**src/rtl/div_ratio_meter.sv**
```systemverilog
// Measures the period and high time of a divided clock (sig_in) in clk_in cycles.
// Optional DIV_METER_AVG4_EN averages four back-to-back periods.
module div_ratio_meter #(
  parameter int unsigned CNT_W   = 16,
  parameter int unsigned TIMEOUT = 16'd65535
) (
  input  logic             clk_in,
  input  logic             rst,
  input  logic             sig_in,
  input  logic             start,
  output logic             busy,
  output logic             valid,
  output logic             error,
  output logic [CNT_W-1:0] period_out,
  output logic [CNT_W-1:0] high_out
);

  localparam int unsigned      WAIT_W    = 32;
  localparam logic [CNT_W-1:0] CNT_MAX   = '1;
  localparam logic [CNT_W-1:0] CNT_ONE   = CNT_W'(1);
  localparam logic [WAIT_W-1:0] WAIT_MAX  = '1;
  localparam logic [WAIT_W-1:0] WAIT_LAST = WAIT_W'(TIMEOUT - 1);

  typedef enum logic [2:0] {
    IDLE = 3'd0,
    ARM  = 3'd1,
    HIGH = 3'd2,
    LOW  = 3'd3,
    DONE = 3'd4
  } state_t;

  state_t            state;
  logic              s1, s2, s3;
  logic              rise_c, fall_c, timeout_c;
  logic [CNT_W-1:0]  period_cnt;
  logic [CNT_W-1:0]  high_cnt;
  logic [WAIT_W-1:0] wait_cnt;

`ifdef DIV_METER_AVG4_EN
  localparam int unsigned ACC_W = CNT_W + 2;
  logic [ACC_W-1:0] acc_period;
  logic [ACC_W-1:0] acc_high;
  logic [1:0]       per_idx;
  logic [ACC_W-1:0] sum_period_c;
  logic [ACC_W-1:0] sum_high_c;

  assign sum_period_c = acc_period + ACC_W'(period_cnt);
  assign sum_high_c   = acc_high + ACC_W'(high_cnt);
`endif

  assign rise_c = s2 & ~s3;
  assign fall_c = ~s2 & s3;

  // Wait counter reaching its last value ends the current measuring state on this cycle.
  assign timeout_c = (wait_cnt >= WAIT_LAST);

  function automatic logic [CNT_W-1:0] sat_inc(input logic [CNT_W-1:0] v);
    return (v == CNT_MAX) ? v : v + CNT_ONE;
  endfunction

  always_ff @(posedge clk_in) begin
    if (rst) begin
      state      <= IDLE;
      s1         <= 1'b0;
      s2         <= 1'b0;
      s3         <= 1'b0;
      period_cnt <= '0;
      high_cnt   <= '0;
      wait_cnt   <= '0;
      busy       <= 1'b0;
      valid      <= 1'b0;
      error      <= 1'b0;
      period_out <= '0;
      high_out   <= '0;
`ifdef DIV_METER_AVG4_EN
      acc_period <= '0;
      acc_high   <= '0;
      per_idx    <= '0;
`endif
    end else begin
      s1    <= sig_in;
      s2    <= s1;
      s3    <= s2;
      valid <= 1'b0;

      if (rise_c || fall_c) begin
        wait_cnt <= '0;
      end else if (wait_cnt != WAIT_MAX) begin
        wait_cnt <= wait_cnt + WAIT_W'(1);
      end

      case (state)
        IDLE: begin
          wait_cnt <= '0;
          if (start) begin
            state <= ARM;
            busy  <= 1'b1;
          end
        end

        ARM: begin
          if (timeout_c) begin
            state      <= DONE;
            valid      <= 1'b1;
            error      <= 1'b1;
            period_out <= '0;
            high_out   <= '0;
          end else if (rise_c) begin
            state      <= HIGH;
            period_cnt <= CNT_ONE;
            high_cnt   <= CNT_ONE;
`ifdef DIV_METER_AVG4_EN
            acc_period <= '0;
            acc_high   <= '0;
            per_idx    <= '0;
`endif
          end
        end

        // High time freezes on the fall cycle; the period keeps counting.
        HIGH: begin
          if (timeout_c) begin
            state      <= DONE;
            valid      <= 1'b1;
            error      <= 1'b1;
            period_out <= '0;
            high_out   <= '0;
          end else begin
            period_cnt <= sat_inc(period_cnt);
            if (fall_c) begin
              state <= LOW;
            end else begin
              high_cnt <= sat_inc(high_cnt);
            end
          end
        end

        LOW: begin
          if (timeout_c) begin
            state      <= DONE;
            valid      <= 1'b1;
            error      <= 1'b1;
            period_out <= '0;
            high_out   <= '0;
          end else if (rise_c) begin
`ifdef DIV_METER_AVG4_EN
            if (per_idx == 2'd3) begin
              state      <= DONE;
              valid      <= 1'b1;
              error      <= 1'b0;
              period_out <= sum_period_c[ACC_W-1:2];
              high_out   <= sum_high_c[ACC_W-1:2];
            end else begin
              state      <= HIGH;
              acc_period <= sum_period_c;
              acc_high   <= sum_high_c;
              per_idx    <= per_idx + 2'd1;
              period_cnt <= CNT_ONE;
              high_cnt   <= CNT_ONE;
            end
`else
            state      <= DONE;
            valid      <= 1'b1;
            error      <= 1'b0;
            period_out <= period_cnt;
            high_out   <= high_cnt;
`endif
          end else begin
            period_cnt <= sat_inc(period_cnt);
          end
        end

        DONE: begin
          state    <= IDLE;
          busy     <= 1'b0;
          wait_cnt <= '0;
        end

        default: begin
          state <= IDLE;
          busy  <= 1'b0;
        end
      endcase
    end
  end

endmodule
```
**config.mk**
```make
export PLATFORM = sky130hd
export DESIGN_NAME = div_ratio_meter
export DESIGN_NICKNAME = d
export VERILOG_FILES = /design/src/rtl/div_ratio_meter.sv
export SDC_FILE = /design/constraint.sdc
export NUM_CORES = 1
export LEC_CHECK = 0
export ABC_AREA = 1
export CORE_AREA = 2 2 107 109
export CTS_BUF_LIST = sky130_fd_sc_hd__clkbuf_4 sky130_fd_sc_hd__clkbuf_8 sky130_fd_sc_hd__clkbuf_16
export DETAILED_ROUTE_END_ITERATION = 12
export DIE_AREA = 0 0 109 111
export GPL_TIMING_DRIVEN = 0
export PLACE_DENSITY = 0.76
export SYNTH_ARGS = -nofsm -noshare
export SYNTH_HDL_FRONTEND = slang
export SYNTH_SLANG_ARGS = --single-unit
```
**constraint.sdc**
```tcl
create_clock -name clk_in -period 1.8 [get_ports clk_in]
set_input_delay 0.36 -clock clk_in [delete_from_list [all_inputs] [get_ports clk_in]]
set_output_delay 0.36 -clock clk_in [all_outputs]
set_load 0.01 [all_outputs]
```
==> results.sh, run 1 <==
export IMPL_overflow=0
export IMPL_p_leak_nw=3.03
export IMPL_ys_ff_latch=105
export IMPL_ys_warn_count=0
export IMPL_yosys_top_cells_area="dfxtp_1 36%, nand2_1 12%, inv_1 6.9%"
export IMPL_synth_top_family_by_area="simple AND/OR/NAND/NOR gates"
export IMPL_synth_edf_count=0
export IMPL_ir_worst_vdd_mv=0.567
export IMPL_min_period_over_period=0.987
export IMPL_synthDistinctLibCells=38
export IMPL_layout_min_cycle_time_ps=1780
export IMPL_share_seq_of_total_power=0.391
export IMPL_vias=5825
export IMPL_synth_fa_ha_area_frac=0.0130
export IMPL_max_slew_worst_pin_slew_ps=640
export IMPL_place_hpwl_mm=9.97
export IMPL_grt_usage=0.242
export IMPL_clk_insertion_delay_late_ps=360
export IMPL_diodes=0
export IMPL_tritoncts_num_sinks=105
export IMPL_fmax_mhz=563
export IMPL_synth_compound_area_share=0.111
export IMPL_die_area_mm2=0.0121
export IMPL_hold_ws_ps=405
export IMPL_grt_pass1_vias=5058
export IMPL_synthFlopType="dfxtp_1"
export IMPL_synth_area_per_cell_um2=6.85
export IMPL_setup_ws_ps=22.9
export IMPL_syn_to_final_growth_pct=27.6
export IMPL_crit_arrival_ps=2060
export IMPL_core_mm2=0.0111
export IMPL_cp_end_kind="register"
export IMPL_crit_type="reg2reg"
export IMPL_grt_pass1_wl_mm=23.4
export IMPL_slew_violations=0
export IMPL_synth_area_mm2=0.00578
export IMPL_setup_viol=0
export IMPL_nNetsFinal=944
export IMPL_die_w_um=109
export IMPL_powerDensity_mw_per_mm2=865
export IMPL_combPwrFrac=0.305
export IMPL_cts_tree="done"
export IMPL_yosys_top_cells_count="188 x nand2_1, 106 x inv_1, 105 x dfxtp_1, 90 x nor2_1, 62 x nand3_1"
export IMPL_netSwitchingPower_mw=2.25
export IMPL_synthMuxAreaShare=0
export IMPL_cts_buffers_inserted=9
export IMPL_ant_nets=0
export IMPL_cts_buffer_depth=2
export IMPL_critPathMaxFanout=10
export IMPL_portBuffers=37
export IMPL_row_count=39
export IMPL_fin_tns_setup_ps=0
export IMPL_syn_num_nets=853
export IMPL_drtIter0Drc=479
export IMPL_drv_cap=0
export IMPL_rsz0062_at_grt="true"
export IMPL_sw_frac_of_total=0.352
export IMPL_p_clk_frac=0.304
export IMPL_cts_max_level=3
export IMPL_status="complete, no violations"
export IMPL_synth_async_reset_ratio=0
export IMPL_ys_seq_area_frac=0.364
export IMPL_die_y_um=111
export IMPL_synth_xor_area_share=0.0500
export IMPL_hold_class="reg2reg"
export IMPL_yosysMostFrequentCell="nand2_1"
export IMPL_fin_skew_ps=7.70
export IMPL_avgViaCountPerCell=5.38
export IMPL_syn_inst=843
export IMPL_start_util=0.521
export IMPL_cts_hold_buf=0
export IMPL_synthSimpleGateAreaFrac=0.352
export IMPL_wirelength_mm=15.4
export IMPL_drc=0
export IMPL_synth_top_area_share=0.364
export IMPL_place_congestion=0.935
export IMPL_slew_headroom=0.574
export IMPL_clk_pin_slew_ps=80
export IMPL_finalHoldViolations=0
export IMPL_routedWlPerCell_um=14.2
export IMPL_cts_root_buf="clkbuf_16"
export IMPL_antenna_found_initial=0
export IMPL_yosys_area_top_type="dfxtp_1"
export IMPL_drtPass1Iterations=5
export IMPL_required_ps=2080
export IMPL_startpoint_type="register"
export IMPL_place_ws_ps=-233
export IMPL_grt_start_max_net_pins=20
export IMPL_drive_above_1_share=0.240
export IMPL_io_pins=39
export IMPL_intPower_mw=4.13
==> power groups by stage <==
| stage | logic (mW) | registers (mW) | clock network (mW) |
|---|---|---|---|
| 2_1_floorplan | 1.20 | 2.51 | 0 |
| 3_3_place_gp | 1.51 | 2.53 | 0 |
| 3_5_place_dp | 1.52 | 2.53 | 0 |
| 4_1_cts | 1.63 | 2.49 | 1.97 |
| 5_1_grt | 2.11 | 2.51 | 2.08 |
| 6_report | 1.94 | 2.49 | 1.94 |
==> cell families (layout without fill, tap and decap cells) <==
family,count (synthesis),count (layout)
compound gates,115,115
xor+xnor,33,33
flops,105,105
fa+ha+maj,6,6
simple gates,439,439
buf+inv,145,241
==> through the flow <==
step	instances	total power, mW	utilization	cell area, um^2
after floorplan	843	3.71	-	5780
after global placement	1023	4.04	0.571	6320
after detailed placement	1023	4.05	0.571	6320
after CTS	1057	6.08	0.620	6870
after global routing	1082	6.70	0.666	7370
final	1082	6.38	0.666	7370
==> flip-flops by register name, indices dropped and copies added (netlist names) <==
signal	cells
state	3
s3	1
valid	1
high_cnt	16
s2	1
period_cnt	16
s1	1
high_out	16
busy	1
wait_cnt	32
error	1
period_out	16
==> final timing paths <==
check / cells after the start / slack, ps / from / endpoint
max: 12 / 20 / wait_cnt[19]$_SDFFE_PP0P_ / period_cnt[0]$_SDFFE_PP0P_
min: 2 / 410 / s1$_SDFF_PP0_ / s2$_SDFF_PP0_
max reg2reg: 12 / 20 / wait_cnt[19]$_SDFFE_PP0P_ / period_cnt[0]$_SDFFE_PP0P_
min reg2reg: 2 / 410 / s1$_SDFF_PP0_ / s2$_SDFF_PP0_
==> timing repair <==
| action | CTS | global route |
|---|---|---|
| gates cloned | 4 | 3 |
| buffers inserted | 14 | 22 |
| gates resized for setup | 40 | 104 |
| endpoints found under the setup margin | 96 | 100 |
| pin swaps | 10 | 34 |
==> cell usage in the layout, fill, tap and decap left out, types with 3 or more instances in the layout <==
| master | n |
|---|---|
| a21oi_1 | 47 |
| a21oi_2 | 16 |
| a31oi_1 | 4 |
| buf_4 | 41 |
| buf_6 | 6 |
| buf_8 | 5 |
| clkbuf_1 | 11 |
| clkbuf_16 | 12 |
| clkdlybuf4s50_1 | 37 |
| clkinvlp_4 | 4 |
| dfxtp_1 | 76 |
| dfxtp_2 | 20 |
| dfxtp_4 | 9 |
| ha_2 | 3 |
| inv_1 | 92 |
| inv_2 | 18 |
| inv_4 | 6 |
| inv_8 | 3 |
| nand2_1 | 171 |
| nand2_2 | 27 |
| nand2_4 | 6 |
| nand3_1 | 59 |
| nand3_2 | 6 |
| nand3_4 | 3 |
| nand4_1 | 32 |
| nor2_1 | 81 |
| nor2_2 | 6 |
| nor2_4 | 13 |
| nor3_1 | 19 |
| nor3_4 | 3 |
| nor3b_1 | 3 |
| o21ai_0 | 33 |
| o21ai_1 | 9 |
| or2_2 | 5 |
| xnor2_1 | 4 |
| xor2_1 | 29 |
==> worst max-delay path: stages (launching register included) <==
cell and delay (ps):
dfxtp_4 370, inv_4 60, nand2_1 60, nor2_2 110, nand2_2 70, nor2_4 230
nand3_2 130, nand2_4 150, nand3_4 110, buf_8 160, nand2_1 50, nand2_1 50
a21oi_1 140
==> final cells by class <==
class,count,area [um^2]
plain buffers,28,233
clock buffers,9,225
clock inverters,7,63.8
fillers,931,3700
inverters,117,459
multi-input cells,593,3290
flip-flops and latches,105,2160
well taps,143,179
repair buffers,80,761
==> per-layer routing <==
metal | global-route usage | share of wire
met5 | 0 | 0
met4 | 0.0838 | 0.030
met3 | 0.0353 | 0.056
met2 | 0.373 | 0.46
met1 | 0.342 | 0.45
(Power assumes the default switching activity.)
==> run 2: changes to the inputs <==
- PLACE_DENSITY: 0.76 -> 0.73
==> results.sh, run 2 (synthesized netlist as in run 1, its figures left out) <==
export IMPL_placed_area_mm2=0.00632
export IMPL_crit_type="reg2reg"
export IMPL_grt_start_max_net_pins=19
export IMPL_die_area_mm2=0.0121
export IMPL_fin_skew_ps=11.0
export IMPL_cts_hold_buf=0
export IMPL_portBuffers=37
export IMPL_cts_buffer_depth=2
export IMPL_min_period_over_period=0.999
export IMPL_drtIter0Drc=438
export IMPL_drc=0
export IMPL_design_area_mm2=0.00744
export IMPL_antenna_found_initial=0
export IMPL_vias=5707
export IMPL_overflow=0
export IMPL_fin_tns_setup_ps=0
export IMPL_startpoint_type="register"
export IMPL_diodes=0
export IMPL_ir_worst_vdd_mv=0.523
export IMPL_hold_ws_ps=407
export IMPL_fmax_mhz=556
export IMPL_report_power_total_mw=6.56
export IMPL_place_congestion=0.961
export IMPL_slew_headroom=0.526
export IMPL_status="complete, no violations"
export IMPL_start_util=0.521
export IMPL_tritoncts_num_sinks=105
export IMPL_finalHoldViolations=0
export IMPL_place_hpwl_mm=10.1
export IMPL_setup_viol=0
export IMPL_share_seq_of_total_power=0.380
export IMPL_max_stage_delay_ps=340
export IMPL_largest_reg_flops=32
export IMPL_cpMaxStageDelayCell="dfxtp_1"
export IMPL_grt_pass1_wl_mm=23.9
export IMPL_slew_violations=0
export IMPL_io_pins=39
export IMPL_largest_register="wait_cnt"
export IMPL_die_w_um=109
export IMPL_max_slew_worst_pin_slew_ps=711
export IMPL_core_mm2=0.0111
export IMPL_routedWlPerCell_um=14.3
export IMPL_wirelength_mm=15.3
export IMPL_final_cell_mix="172 x nand2_1, 93 x inv_1, 80 x nor2_1, 80 x dfxtp_1, 48 x nand3_1"
export IMPL_place_ws_ps=-257
export IMPL_avgViaCountPerCell=5.32
export IMPL_die_y_um=111
export IMPL_drv_cap=0
export IMPL_dp_cells=1023
export IMPL_required_ps=2090
export IMPL_combPwrFrac=0.312
export IMPL_sw_frac_of_total=0.343
export IMPL_clk_insertion_delay_late_ps=360
export IMPL_cts_max_level=3
export IMPL_clk_pin_slew_ps=70
export IMPL_intPower_mw=4.31
export IMPL_cp_end_kind="register"
export IMPL_p_clk_frac=0.308
export IMPL_drive_above_1_share=0.247
export IMPL_layout_min_cycle_time_ps=1800
export IMPL_fin_util=0.672
export IMPL_crit_arrival_ps=2090
export IMPL_hold_class="reg2reg"
export IMPL_grt_pass1_vias=4949
export IMPL_syn_to_final_growth_pct=28.8
export IMPL_instances_no_fill=1072
export IMPL_cts_tree="done"
export IMPL_final_common_cell="nand2_1"
export IMPL_cts_buffers_inserted=9
export IMPL_p_leak_nw=3.01
export IMPL_grt_usage=0.248
export IMPL_cts_root_buf="clkbuf_16"
export IMPL_ant_nets=0
export IMPL_critPathMaxFanout=7
export IMPL_row_count=39
export IMPL_drtPass1Iterations=5
export IMPL_rsz0062_at_grt="true"
export IMPL_powerDensity_mw_per_mm2=882
export IMPL_nNetsFinal=934
export IMPL_setup_ws_ps=1.94
export IMPL_netSwitchingPower_mw=2.25
export IMPL_crit_chain="inv_1 -> nand2_1 -> nor2_1 -> nand2_2 -> nor2_4 -> nand2_8 -> o21ai_4 -> buf_6 -> buf_8 -> nand3_1 -> a21oi_2"
export IMPL_fillers=983
[run 2: changes by cell type in the layout (fill, tap and decap cells not counted), moves of 4 or more]
cell / previous run / this run
buf_4: 41 / 26
a21oi_1: 47 / 40
nand3_2: 6 / 14
a21oi_2: 16 / 23
dfxtp_1: 76 / 80
dfxtp_4: 9 / 5
buf_6: 6 / 13
nand3_1: 59 / 48
[run 2: power by group through the flow]
stage,Clock (mW),Combinational [mW],Sequential [mW]
final,2.02,2.05,2.49
after global routing,2.13,2.23,2.50
after CTS,2.05,1.65,2.47
after detailed placement,0,1.53,2.53
after global placement,0,1.53,2.53
after floorplan,0,1.20,2.51
[run 2: layout make-up]
type / instances / area [um^2] / area share
multi-input combinational: 593 / 3420 / 0.460
buffer: 28 / 234 / 0.0315
clock buffer: 9 / 225 / 0.0303
inverter: 117 / 449 / 0.0604
timing repair buffer: 70 / 708 / 0.0952
tap: 143 / 179 / 0.0241
sequential: 105 / 2150 / 0.288
clock inverter: 7 / 77.6 / 0.0104
[run 2: final timing paths]
path / startpoint / to / slack [ps] / cells past startpoint
max: wait_cnt[25]$_SDFFE_PP0P_ / high_out[6]$_SDFFE_PP0P_ / 2 / 11
min: s1$_SDFF_PP0_ / s2$_SDFF_PP0_ / 410 / 2
max reg2reg: wait_cnt[25]$_SDFFE_PP0P_ / high_out[6]$_SDFFE_PP0P_ / 2 / 11
min reg2reg: s1$_SDFF_PP0_ / s2$_SDFF_PP0_ / 410 / 2
[run 2: repair_timing]
| item | in CTS | in global routing |
|---|---|---|
| buffers inserted | 11 | 16 |
| setup endpoints to repair | 96 | 100 |
| pin swaps | 10 | 37 |
| gates resized for setup | 36 | 127 |
| cloned | 4 | 2 |
[run 2: metal layers]
metal / global-route usage / up-vias / part of all wire
met1: 0.354 / 2618 / 0.46
met5: 0 / - / 0
li1: - / 2876 / -
met2: 0.382 / 187 / 0.46
met4: 0.0889 / 0 / 0.023
met3: 0.0329 / 26 / 0.059
[run 2: critical path: cells and delay by family, from the launching register on]
kind / cells / cell delay [ps]
flip-flops: 1 / 340
AND/OR/NAND/NOR: 6 / 660
AO/OA/AOI/OAI: 2 / 300
buffers and inverters: 3 / 430
==> run 3: changes to the inputs <==
- CAP_MARGIN: default -> 0
==> results of run 3 <==
Final layout, timing and power as in run 2 (identical DEF).
==> patch 1: new RTL, settings of run 3 <==
Encoding of `state_t`: now one-hot (5 bits for 5 states).
--- a/src/rtl/div_ratio_meter.sv
+++ b/src/rtl/div_ratio_meter.sv
@@ -22,10 +22,10 @@
   localparam logic [WAIT_W-1:0] WAIT_LAST = WAIT_W'(TIMEOUT - 1);
 
-  typedef enum logic [2:0] {
-    IDLE = 3'd0,
-    ARM  = 3'd1,
-    HIGH = 3'd2,
-    LOW  = 3'd3,
-    DONE = 3'd4
+  typedef enum logic [4:0] {
+    IDLE = 5'b00001,
+    ARM  = 5'b00010,
+    HIGH = 5'b00100,
+    LOW  = 5'b01000,
+    DONE = 5'b10000
   } state_t;
 
Formal check against the unedited RTL: same outputs for any inputs over 10 cycles, from zero or initial values and one cycle with rst high; not proved beyond that.
==> patch 1 against run 3 <==
  * Worst setup slack got worse by 63 ps
  * Synthesized area rose by 1.7%
  * Sequential cell count rose by 2
  * Via count rose by 1.7%
  * Count of clock-buffer cells in the layout rose by 3
  * Sequential power rose by 4%
  * Wire length rose by 2.3%
  * Worst hold slack got worse by 2.8 ps
  * The run now ends with setup timing left
  * Clock power rose by 9%
  * Highest routed layer unchanged
  * Global-route usage fell by 0.32 points
  * Design area rose by 1.8%
  * Power fell by 5.9%
  * Cell count rose by 3.5%
==> patch 1: results (changes against run 3) <==
routed vias/inst=5.235 (-1.7%); met1 WL=6.996 mm (+0.37%); Cell Area, Placed=6432 um^2 (+1.7%); Synth Area in Adders=0.01278 (-0.0002160); CP peak stage delay=400 ps (+60 ps); number of fill cells in the layout=935 (-4.9%); Fin Setup TNS=-364.1 ps (-364.1 ps); CP top delay family=simple AND/OR/NAND/NOR gates; syn_nets=882 (+3.4%); global-route wire length before repair=23.87 mm (-0.11%); VDD IR max=0.0005820 V (+11%); final wirelength=15.66 mm (+2.3%); worst reg2reg path depth=10 (-1); # setup viols final=24 (+24); post_cts resized=25 (-31%); area share of xor/xnor cells in the synthesized design=0.05518 (+0.005133); largest net degree at the start of global routing=17 (-2); vias in the first global route=5,142 (+3.9%); DP Worst Slack=-264.1 ps (-6.588 ps); reg2reg start=high_cnt[0]; outcome=finished, violations left; Max transition margin=0.5523 (+0.02618); placed cell count=1,053 (+2.9%); Power Density=815.5 nW/um^2 (-7.5%); Post-synth top cells=nand2_1 (230), nor2_1 (136), dfxtp_1 (107), inv_1 (82), a21oi_1 (66); failing checks=setup timing; GRT Resource Usage Total=0.2451 (-0.003165); Distinct cells, synth=37 (-2.6%); share of cells above drive strength 1=0.2205 (-0.02600); multi-input logic area=3522 um^2 (+3.0%); clk_skew=7.726 ps (-3.320 ps); CP arrival=2140 ps (+50 ps); crit path to=high_cnt[11]; top cells by area, synth=dfxtp_1 (36%), nand2_1 (15%), nor2_1 (8.7%); GRT met2 Usage=0.3789 (-0.002899); M3 GR Usage=0.04292 (+0.009994); maximum fanout along the worst path=5 (-2); final worst slack=-61.24 ps (-63.18 ps); final layout net count=971 (+4.0%); # port buffers=38 (+2.7%); global placement routability congestion=0.9443 (-1.8%); met3 routed WL=828 um (-8.8%); Synth Area in Compound Gates=0.1027 (-0.008234); Pleak=2.828 nW (-6.1%); initial drt markers=331 (-24%); Wirelength per Cell=14.12 um (-1.1%); cell count after synthesis=872 (+3.4%); DPL Wire Length=10.41 mm (+3.6%); Internal=4.314 mW (+0.11%); sequential cell area fraction in the yosys report=0.3647 (+0.0007694)
-- patch 1: how the worst min path moves through the flow --
| stage | start | to | slack (ps) | cells after the start |
|---|---|---|---|---|
| CTS | s1 | s2 | 400 | 2 |
| detailed placement | s1 | s2 | 390 | 2 |
| global route | s1 | s2 | 430 | 2 |
| floorplan | s1 | s2 | 390 | 2 |
| global placement | s1 | s2 | 390 | 2 |
| finish | s1 | s2 | 400 | 2 |
-- patch 1: cells by family after synthesis --
logic type               after synthesis
AND/OR/NAND/NOR                      488
buffers and inverters                124
AO/OA/AOI/OAI                        110
flip-flops                           107
XOR/XNOR                              37
adder cells (fa/ha/maj)                6
-- patch 1: final cells by class --
class,instances,share of cell area
Multi-Input combinational cell,642,0.4653
Sequential cell,107,0.2883
Timing Repair Buffer,77,0.1015
Inverter,96,0.04826
Clock buffer,12,0.03438
Buffer,28,0.02909
Tap cell,143,0.02364
Clock inverter,4,0.009587
==> patch 2: new RTL, config.mk and constraints of run 3 <==
Made on the original files. `WAIT_W`: 32 -> 36.
--- a/src/rtl/div_ratio_meter.sv
+++ b/src/rtl/div_ratio_meter.sv
@@ -16,5 +16,5 @@
 );
 
-  localparam int unsigned      WAIT_W    = 32;
+  localparam int unsigned      WAIT_W    = 36;
   localparam logic [CNT_W-1:0] CNT_MAX   = '1;
   localparam logic [CNT_W-1:0] CNT_ONE   = CNT_W'(1);
Check against the original RTL: no difference found for any inputs over 10 cycles, from zero or initial values and one cycle with rst high; that may be too few to reach the edited logic, so the function may still have changed.
==> patch 2 against run 3 <==
  * The run now ends with setup timing left
  * Design area up 8.0%
  * Utilization increased by 5.4 points
  * Wire length up 9.0%
  * First-iteration DRC count is 28% lower
  * Power up 7.4%
  * Synthesized area is 2.4% higher
  * Worst setup slack worse by 86 ps
  * Sequential cell count up 4
  * Clock skew is 4.6 ps lower
  * Largest cell class unchanged
==> patch 2: results (changes against run 3) <==
outcome=finished, violations left; failing checks=setup timing; initial drt markers=314 (-28%); top cells by area, synth=dfxtp_1 (37%), nand2_1 (15%), nor2_1 (7.7%); area share of xor/xnor cells in the synthesized design=0.04885 (-0.001196); # H-tree levels=3 (unchanged); share of cells above drive strength 1=0.3044 (+0.05794); antenna violations before repair=0 (unchanged); vias in the first global route=5,198 (+5.0%); Post-synth top cells=nand2_1 (233), nor2_1 (122), dfxtp_1 (109), inv_1 (89), a21oi_1 (58); Antenna Nets Post-Route=0 (unchanged); # setup viols final=48 (+48); Post-synth ARST share=0 (unchanged); Synth Area in Compound Gates=0.1129 (+0.002002); Pleak=3.072 nW (+2.0%); Cell Area, Placed=6466 um^2 (+2.2%); VDD IR max=0.0008041 V (+54%); Hold Path Depth=2 (unchanged); Ys Warns=0 (unchanged); DPL Wire Length=10.47 mm (+4.1%); router iterations before antenna repair=5 (unchanged); global placement routability congestion=0.9575 (-0.38%); Synth Area in Adders=0.01269 (-0.0003106); final worst slack=-84.19 ps (-86.14 ps); clk_skew=6.418 ps (-4.628 ps); maximum fanout along the worst path=5 (-2); Distinct cells, synth=40 (+5.3%); Worst path slowest cell=dfxtp_4; Slew @ Worst Pin=803.6 ps (+92.83 ps); global-route wire length before repair=24.58 mm (+2.9%); mux share of post-synthesis cell area=0 (unchanged); HP Class=reg -> reg; sequential cell area fraction in the yosys report=0.3688 (+0.004837); number of fill cells in the layout=861 (-12%); via count=6,031 (+5.7%); gr ovfl total=0 (unchanged); # port buffers=37 (unchanged); GRT Resource Usage Total=0.2519 (+0.003649); Reg clk slew, reported paths=70 ps (about the same); final layout net count=974 (+4.3%); syn_nets=887 (+4.0%); Diodes inserted=0 (unchanged); largest net degree at the start of global routing=18 (-1); Largest register FFs=36 (+13%); Clock Latency Late Sink=360 ps (about the same); Wirelength per Cell=15.01 um (+5.1%); clk buf depth=2 (unchanged); CP peak stage delay=370 ps (+30 ps); worst reg2reg path depth=13 (+2); CP arrival=2090 ps (about the same)
-- patch 2: cell count changes in the layout (fill, tap and decap cells not counted), sizes merged, moves of 5 or more --
| cell | before | now |
|---|---|---|
| nor2 | 100 | 132 |
| o21ai | 45 | 36 |
| clkbuf | 22 | 27 |
| or2 | 5 | 11 |
| xor2 | 29 | 20 |
| nand2 | 205 | 244 |
| nand3 | 68 | 32 |
| inv | 119 | 98 |
| a21oi | 63 | 68 |
| xnor2 | 4 | 13 |
-- patch 2: kinds of logic after synthesis --
group           count (synthesis)
simple gates                  484
buf+inv                       126
compound gates                119
flops                         109
xor+xnor                       33
fa+ha+maj                       6
-- patch 2: power breakdown --
group	switching, mW	total (mW)	internal, mW
combinational	1.42	2.30	0.873
clock	0.909	2.04	1.14
sequential	0.153	2.70	2.55
total	2.49	7.04	4.56
-- patch 2: cell type report --
type | instances | area (um^2) | area share
Clock buffer | 11 | 246.5 | 0.03069
Clock inverter | 5 | 60.06 | 0.007478
Buffer | 27 | 227.7 | 0.02835
Timing Repair Buffer | 75 | 799.5 | 0.09955
Sequential cell | 109 | 2232 | 0.2779
Multi-Input combinational cell | 643 | 3887 | 0.4840
Inverter | 99 | 399.1 | 0.04970
Tap cell | 143 | 178.9 | 0.02228
-- patch 2: path summary, 6_finish.rpt --
kind                             startpoint     endpoint  slack (ps)
worst max register to register  wait_cnt[0]  high_cnt[6]         -80
worst min register to register           s1           s2         400
worst min-delay path                     s1           s2         400
worst max-delay path            wait_cnt[0]  high_cnt[6]         -80
-- patch 2: timing repair --
item | in CTS | in global routing
hold buffers | 0 | 0
endpoints found under the setup margin | 99 | 105
pin swaps | 13 | 50
cloned | 1 | 9
resized for setup | 51 | 229
buffers inserted | 9 | 20
-- patch 2: stage by stage --
stage	TNS, ps	power, mW	worst slack, ps	instances	utilization
finish	-2130	7.043	-84.19	1112	0.7251
global route	-9297	7.365	-196.4	1112	0.7251
CTS	-44.82	6.360	-29.50	1083	0.6352
detailed placement	-17880	4.202	-407.4	1057	0.5838
global placement	-15170	4.198	-369.7	1057	0.5838
floorplan	0	3.837	53.26	877	-
-- patch 2: critical path: cells and delay by family (launching register included) --
kind,cells,cell delay (ps)
simple gates,9,910
flops,1,370
buf+inv,2,260
fa+ha+maj,1,150
compound gates,1,50
-- patch 2: routing by layer --
layer / wire length [um] / track usage / up-vias
met2: 8038 / 0.3950 / 171
met1: 7390 / 0.3525 / 2813
met4: 397 / 0.08205 / 0
met3: 859 / 0.03821 / 37
met5: 0 / 0 / -
li1: - / - / 3010
